File: config.mk
export PLATFORM = sky130hd
export DESIGN_NAME = mem_stage
export DESIGN_NICKNAME = d
export VERILOG_FILES = /design/src/rtl/mem_stage_pkg.sv /design/src/rtl/mem_stage_load_align.sv /design/src/rtl/mem_stage.sv
export SDC_FILE = /design/constraint.sdc
export NUM_CORES = 1
export LEC_CHECK = 0
export ABC_CLOCK_PERIOD_IN_PS = 1000
export BUFFER_PORTS_ARGS = -buffer_cell sky130_fd_sc_hd__clkbuf_2
export CORE_AREA = 2 2 150 137
export CTS_CLUSTER_SIZE = 8
export DETAILED_ROUTE_END_ITERATION = 8
export DIE_AREA = 0 0 152 139
export GPL_ROUTABILITY_DRIVEN = 0
export GPL_TIMING_DRIVEN = 0
export PLACE_DENSITY_LB_ADDON = 0.25
export SLEW_MARGIN = 20
export SYNTH_ARGS = -nofsm -noshare
export SYNTH_HDL_FRONTEND = slang
export SYNTH_HIERARCHICAL = 1
export SYNTH_SLANG_ARGS = --single-unit
File: constraint.sdc
create_clock -name clk -period 1 [get_ports clk]
set_input_delay 0 -clock clk [delete_from_list [all_inputs] [get_ports clk]]
set_output_delay 0 -clock clk [all_outputs]
set_load 0.1 [all_outputs]
File: src/rtl/mem_stage_pkg.sv
// Shared widths, stall encoding and load-op codes for the memory-access stage.
// The MEM_SUBWORD_LOAD_EN macro enables the byte/halfword load aligner.
package mem_stage_pkg;

    localparam int EX_TO_MEM_WD = 145;
    localparam int MEM_TO_WB_WD = 136;
    localparam int STALL_BUS_WD = 6;

    localparam logic Stop   = 1'b1;
    localparam logic NoStop = 1'b0;

    localparam logic [2:0] MemOpLW  = 3'd0;
    localparam logic [2:0] MemOpLB  = 3'd1;
    localparam logic [2:0] MemOpLBU = 3'd2;
    localparam logic [2:0] MemOpLH  = 3'd3;
    localparam logic [2:0] MemOpLHU = 3'd4;

    // Field order matches the packed execute-to-memory bus, MSB first.
    typedef struct packed {
        logic [2:0]  mem_op;
        logic        lo_we;
        logic [31:0] lo_wdata;
        logic        hi_we;
        logic [31:0] hi_wdata;
        logic [31:0] pc;
        logic        data_ram_en;
        logic [3:0]  data_ram_wen;
        logic        sel_rf_res;
        logic        rf_we;
        logic [4:0]  rf_waddr;
        logic [31:0] ex_result;
    } ex_to_mem_t;

    typedef enum logic {
        FRESH = 1'b0,
        HELD  = 1'b1
    } hold_state_t;

endpackage

File: src/rtl/mem_stage_load_align.sv
// Byte/halfword selection and sign/zero extension of SRAM load data.
// Only compiled when MEM_SUBWORD_LOAD_EN is defined.
`ifdef MEM_SUBWORD_LOAD_EN
module load_align
    import mem_stage_pkg::*;
(
    input  logic [2:0]  mem_op,
    input  logic [1:0]  addr,
    input  logic [31:0] rdata,
    output logic [31:0] data
);

    logic [7:0]  byte_lane;
    logic [15:0] half_lane;

    assign byte_lane = rdata[{addr, 3'b000} +: 8];
    assign half_lane = addr[1] ? rdata[31:16] : rdata[15:0];

    // NOTE: default assignment first so every path drives data and no latch is inferred.
    always_comb begin
        data = rdata;
        case (mem_op)
            MemOpLB:  data = {{24{byte_lane[7]}}, byte_lane};
            MemOpLBU: data = {24'h0, byte_lane};
            MemOpLH:  data = {{16{half_lane[15]}}, half_lane};
            MemOpLHU: data = {16'h0, half_lane};
            default:  data = rdata;
        endcase
    end

endmodule
`endif

File: src/rtl/mem_stage.sv
// MIPS memory-access stage: pipeline register, stall-safe read-data hold, load alignment.
// Define MEM_SUBWORD_LOAD_EN to enable LB/LBU/LH/LHU alignment; otherwise loads return the full word.
module mem_stage
    import mem_stage_pkg::*;
(
    input  logic                     clk,
    input  logic                     rst,
    input  logic [STALL_BUS_WD-1:0]  stall,
    input  logic [EX_TO_MEM_WD-1:0]  ex_to_mem_bus,
    input  logic [31:0]              data_sram_rdata,
    output logic [MEM_TO_WB_WD-1:0]  mem_to_wb_bus,
    output logic [37:0]              mem_to_id_fwd
);

    ex_to_mem_t  ex_to_mem_bus_r;
    hold_state_t state;
    logic [31:0] rdata_hold;
    logic [31:0] rdata;
    logic [31:0] load_data;
    logic [31:0] rf_wdata;

    // NOTE: sequential state uses non-blocking assignments so all registers update from pre-edge values.
    always_ff @(posedge clk) begin
        if (rst) begin
            ex_to_mem_bus_r <= '0;
            state           <= FRESH;
            rdata_hold      <= '0;
        end else if (stall[3] == Stop && stall[4] == NoStop) begin
            ex_to_mem_bus_r <= '0;
            state           <= FRESH;
        end else if (stall[3] == NoStop) begin
            ex_to_mem_bus_r <= ex_to_mem_bus;
            state           <= FRESH;
        end else if (state == FRESH) begin
            // First held edge: the SRAM data is still valid, later edges it may not be.
            rdata_hold <= data_sram_rdata;
            state      <= HELD;
        end
    end

    assign rdata = (state == HELD) ? rdata_hold : data_sram_rdata;

`ifdef MEM_SUBWORD_LOAD_EN
    load_align u_load_align (
        .mem_op (ex_to_mem_bus_r.mem_op),
        .addr   (ex_to_mem_bus_r.ex_result[1:0]),
        .rdata  (rdata),
        .data   (load_data)
    );
    logic unused_fields;
    assign unused_fields = ^{stall, ex_to_mem_bus_r.data_ram_en, ex_to_mem_bus_r.data_ram_wen};
`else
    assign load_data = rdata;
    logic unused_fields;
    assign unused_fields = ^{stall, ex_to_mem_bus_r.data_ram_en, ex_to_mem_bus_r.data_ram_wen,
                             ex_to_mem_bus_r.mem_op};
`endif

    assign rf_wdata = ex_to_mem_bus_r.sel_rf_res ? load_data : ex_to_mem_bus_r.ex_result;

    assign mem_to_wb_bus = {
        ex_to_mem_bus_r.lo_we,
        ex_to_mem_bus_r.lo_wdata,
        ex_to_mem_bus_r.hi_we,
        ex_to_mem_bus_r.hi_wdata,
        ex_to_mem_bus_r.pc,
        ex_to_mem_bus_r.rf_we,
        ex_to_mem_bus_r.rf_waddr,
        rf_wdata
    };

    assign mem_to_id_fwd = {ex_to_mem_bus_r.rf_we, ex_to_mem_bus_r.rf_waddr, rf_wdata};

endmodule
# Yosys cells after proc, flatten, opt, wreduce, memory -nomap -nowiden
# Index checks and enable logic that the tools add are counted.
[word_totals] ff_bits=170 out_inout_bits=174 elab_cells=19
[classes] muxes=3 n_bitwise=2 n_reduce_logical=3
[op_table] op="$mux W32" n=2
[op_table] op="$not A1 Y1" n=2
[op_table] op="$reduce_and A2 Y1" n=1
[op_table] op="$reduce_or A2 Y1" n=1
[op_table] op="$logic_and A1 B1 Y1" n=1
[op_table] op="$mux W1" n=1

# Depth between registers and ports, before layout
# Gate-level depths: netlist of the first run.
[logic_depth] depth_word=4 ltp_mapped=5 mapped_depth_nobuf=2

# Worst setup path before layout of the first run
# No wires, ideal clock.
[synth_path] kind="register -> output" start="register ex_to_mem_bus_r[38] (netlist bit)" end="output mem_to_wb_bus[14]" t_arrival_ns=2.844 required_time_ns=1.000 slack_ns=-1.844 stages_incl_launch_ff=6 path_buffers=3 path_cell_list="dfxtp_1 buf_2 clkbuf_1 nor2_1 a21oi_1 buf_4"
[synth_via] elab_chain_cells=1
[synth_lines] item="from (decl)" line="mem_stage.sv:15" source="ex_to_mem_t ex_to_mem_bus_r;"
[synth_lines] item="from (signal assigned)" line="mem_stage.sv:32" source="ex_to_mem_bus_r <= ex_to_mem_bus;"
[synth_lines] item="$mux W32" line="mem_stage.sv:59" source="assign rf_wdata = ex_to_mem_bus_r.sel_rf_res ? load_data : ex_to_mem_bus_r.ex_result;"
[synth_lines] item="to (decl)" line="mem_stage.sv:11" source="output logic [MEM_TO_WB_WD-1:0] mem_to_wb_bus,"
# Every way passes these cells.

# Final worst setup path of the first run
[layout_path] start="register state" end="output mem_to_wb_bus[15]"
[layout_via] elab_chain_cells=2
[layout_lines] item="from (decl)" line="mem_stage.sv:16" source="hold_state_t state;"
[layout_lines] item="from (signal assigned)" line="mem_stage.sv:26" source="state <= FRESH;"
[layout_lines] item="from (signal assigned)" line="mem_stage.sv:30" source="state <= FRESH;"
[layout_lines] item="from (signal assigned)" line="mem_stage.sv:33" source="state <= FRESH;"
[layout_lines] item="$mux W32"
[layout_lines] item="$mux W32" line="mem_stage.sv:59"
# Every way passes these cells.

==> results.toml, run 1 <==
[grt]
grt_overflow_total = 0
grt_pass1_vias = 10290
grt_first_pass_wirelength_um = 60170
grt_max_degree = 18
antenna_found_initial = 1
grt_usage_pct = 36.41

[run_status]
status = "complete, but fails checks"
violations = "setup timing"

[worst_setup_path]
cp_num_cells = 6
endpoint = "mem_to_wb_bus[15]"
path_buf_inv = 4
cp-end-kind = "output pin"
crit_start = "state$_SDFF_PP0_"
reg2reg_slack_ns = -0.47
r2r-end = "rdata_hold[22]$_SDFFE_PP0P_"
worst_r2r_path_depth = 6
start_kind = "register"
path_common_cell = "buf_12"
worstReg2RegStart = "state$_SDFF_PP0_"
cpLargestDelayFamily = "buffers and inverters"
cp_slowest_stage_delay_ns = 0.34
cp_cell_sequence = "buf_12 -> buf_16 -> mux2i_4 -> a21oi_4 -> buf_12 -> clkbuf_16"
required_ns = 1.00
crit_fanout = 9
worstSetupPathType = "register to output pin"
cp_data_arrival_time_ns = 1.91
crit_slowest_cell = "dfxtp_2"

[floorplanning]
die_y_um = 139
rows = 49
num_io_pins = 359
dieArea_sq_um = 21130
initial_core_util_pct = 43.10
die_width_um = 152
core_area_sq_um = 19680

[timing]
layout_setup_ws_ns = -0.9069
tightest_slew_ns = 0.5290
post-route-min-period_ns = 1.907
setup_viol = 177
finalCritPeriodShare_pct = 190.7
slew_headroom_pct = 64.73
timing.fmax_mhz = 524.4
slew_viol_final = 0
hold_violations = 0
finalClockSkew_ns = 0.01032
rsz0062_at_grt = "true"

[logic_synthesis]
yosysTopAreaCell = "dfxtp_1"
syn-instance-count = 1000
yosysTopAreaCellShare_pct = 40.12
ys_types = 13
synth_nets = 1185
synth.cell_area_sq_um = 8482
ys_top_cells_by_area = "dfxtp_1, nand2b_1, buf_4"
ys_seq_area_share_pct = 40.12
ys_seq_elements = 170
avgSynthCellArea_sq_um = 8.482
yosysWarnings = 6

[routing]
drcViolationCount = 0
ant_nets = 0
wl_per_cell_um = 26.77
drtIter0Drc = 1024
drt-vias-per-instance = 5.889
vias = 10350
first_pass_iters = 5
wl_um = 47040

[clocking]
cts_tree = "built"
cts_made_buffers = 17
cts.sinks = 170
clock_latency_ns = 0.44
clockRootBuffer = "clkbuf_16"
cts_max_level = 4
clk_pin_slew_ns = 0.07
clockBufferDepth = 2

[final_layout]
syn_to_final_growth_pct = 106.8
layout-drive-gt1-share_pct = 47.50
finalNetCount = 1673
num-fill-cells = 711

[pwr]
powerDensity_nw_per_um2 = 1351
power.total_w = 0.02370
leakagePower_nw = 7.128
peakVddDrop_uv = 1228

[hold_path]
hp-start = "rst"
hold_depth = 3
hold_path_class = "primary input to register"

[placed_design]
preCtsSetupSlack_ns = -0.6190
hpwl_um = 18640
io_buffer_count = 345

[flow_run]
drv_cap = 0
[synthesized netlist by cell type]
master	number
nand2b_1	201
dfxtp_1	170
a21oi_1	169
buf_4	148
nand3_1	137
mux2i_1	64
buf_2	39
nor2_1	33
clkbuf_1	26
buf_6	9
buf_1	2
and3b_1	1
nand2_1	1
[per-layer routing]
| layer | track usage, % | vias to the layer above | share of wire, % |
|---|---|---|---|
| met5 | 0 | - | 0 |
| met4 | 21.59 | 0 | 8.6 |
| met3 | 9.688 | 332 | 9.6 |
| met2 | 66.71 | 883 | 50 |
| met1 | 37.16 | 4956 | 32 |
| li1 | - | 4176 | - |
[report_power, final]
group | internal (W) | switching [W]
Clock | 0.00355 | 0.00336
Sequential | 0.00712 | 0.000375
Combinational | 0.00389 | 0.00540
Total | 0.0146 | 0.00913
[per-stage QoR]
step           instances  area [sq um]  utilization, %  hold slack (ns)  setup TNS (ns)
6_report            1757         17540           89.11          0.08718          -67.14
5_1_grt             1757         17540           89.11          0.09607          -71.43
4_1_cts             1717         16840           85.59          0.02020          -60.67
3_5_place_dp        1600         11390           57.89           0.2423          -55.82
3_3_place_gp        1600         11390           57.89           0.2380          -51.90
2_1_floorplan       1000          9348               -           0.1416          -32.64
[layout make-up]
type / count / area, sq um / share of cell area (%)
timing repair buffer: 571 / 7338 / 41.85
buffer: 122 / 1323 / 7.541
antenna: 1 / 2.502 / 0.01427
sequential: 170 / 3566 / 20.33
multi-input combinational: 606 / 4408 / 25.14
clock buffer: 17 / 425.4 / 2.426
clock inverter: 15 / 155.1 / 0.8847
tap: 255 / 319.1 / 1.819
[flip-flops by register name, summed over array words and instances, names as in the netlist]
name and cells:
mem_to_wb_bus 98, ex_to_mem_bus_r 33, rdata_hold 32, mem_to_id_fwd 6
state 1
[cells in the final DEF, fill, tap and decap left out, drive strengths merged, types with 2 or more instances in the layout]
cell,count
a21oi,169
buf,182
clkbuf,359
clkinv,3
clkinvlp,2
dfxtp,170
dlygate4sd3,169
inv,9
mux2i,64
nand2b,201
nand3,137
nor2,33
[how the worst min path moves through the flow]
stage | to | slack, ns
4_1_cts | rdata_hold[0]$_SDFFE_PP0P_ | 0.02
3_5_place_dp | mem_to_wb_bus[75]$_SDFFE_PP0N_ | 0.24
6_report | rdata_hold[3]$_SDFFE_PP0P_ | 0.09
5_1_grt | rdata_hold[3]$_SDFFE_PP0P_ | 0.1
2_1_floorplan | ex_to_mem_bus_r[38]$_SDFFE_PP0N_ | 0.14
3_3_place_gp | ex_to_mem_bus_r[38]$_SDFFE_PP0N_ | 0.24
[worst min-delay path, delay by kind of cell]
family                 cells  cell delay [ns]
and+or+nand+nor            1             0.15
muxes                      1             0.08
buffers and inverters      1             0.23
[kinds of logic after synthesis]
group,synth area share [%]
AOI/OAI and AO/OA,9.972
buffers and inverters,17.83
DFF,40.12
and+or+nand+nor,24.52
muxes,7.553
[timing repair]
item | CTS | global route
hold buffers | 169 | 0
setup endpoints to repair | 206 | 206
pin swaps | 0 | 7
resized for setup | 680 | 84
cloned | 4 | 2
endpoints found under the hold margin | 169 | 0
setup buffers | 14 | 37
No activity file was read; power rests on OpenSTA's default activity.
==> run 2: changes to the inputs <==
--- a/config.mk
+++ b/config.mk
@@ -14,6 +14,7 @@
 export GPL_ROUTABILITY_DRIVEN = 0
 export GPL_TIMING_DRIVEN = 0
 export PLACE_DENSITY_LB_ADDON = 0.25
+export RECOVER_POWER = 100
 export SLEW_MARGIN = 20
 export SYNTH_ARGS = -nofsm -noshare
 export SYNTH_HDL_FRONTEND = slang
==> run 2 against run 1 <==
Against the previous run: the flow still finishes with violations (setup timing); sequential power about the same; via count decreased by 0.24%; final cell count did not move; total power about the same; utilization is essentially flat; global-route usage unchanged; combinational power hardly changed; design area barely moved; largest cell class unchanged; largest power group unchanged.
==> results.toml, run 2 (synthesis results as in run 1) <==
[run_status]
status = "complete, but fails checks"
violations = "setup timing"

[worst_setup_path]
worst_r2r_path_depth = 6
reg2reg_slack_ns = -0.47
start_kind = "register"
worstSetupPathType = "register to output pin"
worstReg2RegStart = "state$_SDFF_PP0_"
required_ns = 1.00
endpoint = "mem_to_wb_bus[15]"
crit_start = "state$_SDFF_PP0_"
r2r-end = "rdata_hold[22]$_SDFFE_PP0P_"
cp-end-kind = "output pin"
cp_data_arrival_time_ns = 1.91
crit_fanout = 9

[floorplanning]
rows = 49
num_io_pins = 359
die_y_um = 139
die_width_um = 152
initial_core_util_pct = 43.10
core_area_sq_um = 19680
dieArea_sq_um = 21130

[clocking]
cts_max_level = 4
cts_tree = "built"
cts_made_buffers = 17
clk_pin_slew_ns = 0.07
cts.sinks = 170
clockBufferDepth = 2
clock_latency_ns = 0.44
clockRootBuffer = "clkbuf_16"

[pwr]
clkPwrFrac_pct = 29.1
p_int_w = 0.01457
leakagePower_nw = 7.128
power.total_w = 0.02369
p_seq_share_pct = 31.7
netSwitchingFraction_pct = 38.52
powerDensity_nw_per_um2 = 1351
p_sw_w = 0.009127
power_frac_comb_pct = 39.2
peakVddDrop_uv = 1228

[routing]
wl_per_cell_um = 26.76
vias = 10320
wl_um = 47020
first_pass_iters = 5
ant_nets = 0
drcViolationCount = 0
drtIter0Drc = 1024
drt-vias-per-instance = 5.875

[final_layout]
layout-drive-gt1-share_pct = 47.44
finalNetCount = 1673
num-fill-cells = 712
largest_reg_flops = 98
syn_to_final_growth_pct = 106.7
final_area_sq_um = 17540
final_cell_mix = "nand2b_1, clkbuf_2, dlygate4sd3_1, clkbuf_16"
finish.utilization_pct = 89.10
final_common_cell = "nand2b_1"

[timing]
slew_viol_final = 0
slew_headroom_pct = 64.75
setup_viol = 178
finalCritPeriodShare_pct = 190.7
post-route-min-period_ns = 1.907
finalClockSkew_ns = 0.01032
rsz0062_at_grt = "true"
layout_setup_ws_ns = -0.9068
hold_violations = 0
timing.fmax_mhz = 524.4
tightest_slew_ns = 0.5287

[placed_design]
io_buffer_count = 345
postPlaceCellArea_sq_um = 11390
hpwl_um = 18640

[hold_path]
hold_path_class = "primary input to register"

[flow_run]
drv_cap = 0

[grt]
grt_pass1_vias = 10290
grt_first_pass_wirelength_um = 60170
antenna_found_initial = 1
grt_max_degree = 18
grt_usage_pct = 36.41
grt_overflow_total = 0
## run 2: cell counts in the layout (fill, tap and decap cells not counted)
No cell type changed its count.
## run 2: timing repair
item / 4_1_cts / 5_1_grt
hold buffers: 169 / 0
gates resized for setup: 680 / 84
setup buffers: 14 / 37
pin swaps: 0 / 7
gates cloned: 4 / 2
setup endpoints to repair: 206 / 206
endpoints found under the hold margin: 169 / 0
## run 2: cell type report
class / count / area (sq um) / area share, %
diodes: 1 / 2.502 / 0.01427
plain buffers: 122 / 1323 / 7.542
clock buffers: 17 / 425.4 / 2.426
clock inverters: 15 / 155.1 / 0.8848
multi-input cells: 606 / 4408 / 25.14
flip-flops and latches: 170 / 3565 / 20.33
well taps: 255 / 319.1 / 1.819
repair buffers: 571 / 7338 / 41.85
## run 2: how the worst min path moves through the flow
stage	from	end	slack, ns	depth (start not counted)
finish	rst	rdata_hold[3]$_SDFFE_PP0P_	0.09	3
global route	rst	rdata_hold[3]$_SDFFE_PP0P_	0.1	3
CTS	rst	rdata_hold[0]$_SDFFE_PP0P_	0.02	3
detailed placement	ex_to_mem_bus[81]	mem_to_wb_bus[75]$_SDFFE_PP0N_	0.24	3
global placement	ex_to_mem_bus[38]	ex_to_mem_bus_r[38]$_SDFFE_PP0N_	0.24	3
floorplan	ex_to_mem_bus[38]	ex_to_mem_bus_r[38]$_SDFFE_PP0N_	0.14	2
## run 2: power by group through the flow
stage	combinational, W	clock, W	sequential, W
finish	0.00929	0.00690	0.00750
global route	0.00944	0.00716	0.00751
CTS	0.00841	0.00676	0.00744
detailed placement	0.00636	0	0.00743
global placement	0.00632	0	0.00742
floorplan	0.00530	0	0.00738
## run 2: metrics by stage
step / TNS (ns) / hold slack, ns / std cells / worst slack (ns)
5_1_grt: -71.47 / 0.09607 / 1757 / -0.9089
4_1_cts: -60.67 / 0.02020 / 1717 / -0.8492
3_3_place_gp: -51.90 / 0.2380 / 1600 / -0.6108
2_1_floorplan: -32.64 / 0.1416 / 1000 / -0.5884
6_report: -67.12 / 0.08724 / 1757 / -0.9068
3_5_place_dp: -55.82 / 0.2423 / 1600 / -0.6190
## run 2: critical path, cell delays in order (launching register included)
cell       delay (ns)
dfxtp_2          0.34
buf_12           0.16
buf_16           0.16
mux2i_4          0.19
a21oi_4          0.28
buf_12           0.15
clkbuf_16        0.18
## run 2: layer usage
metal  wire, um  global-route usage (%)
met1      14900                   37.16
met4       4127                   21.59
met5          0                       0
met3       4521                   9.688
met2      23470                   66.71
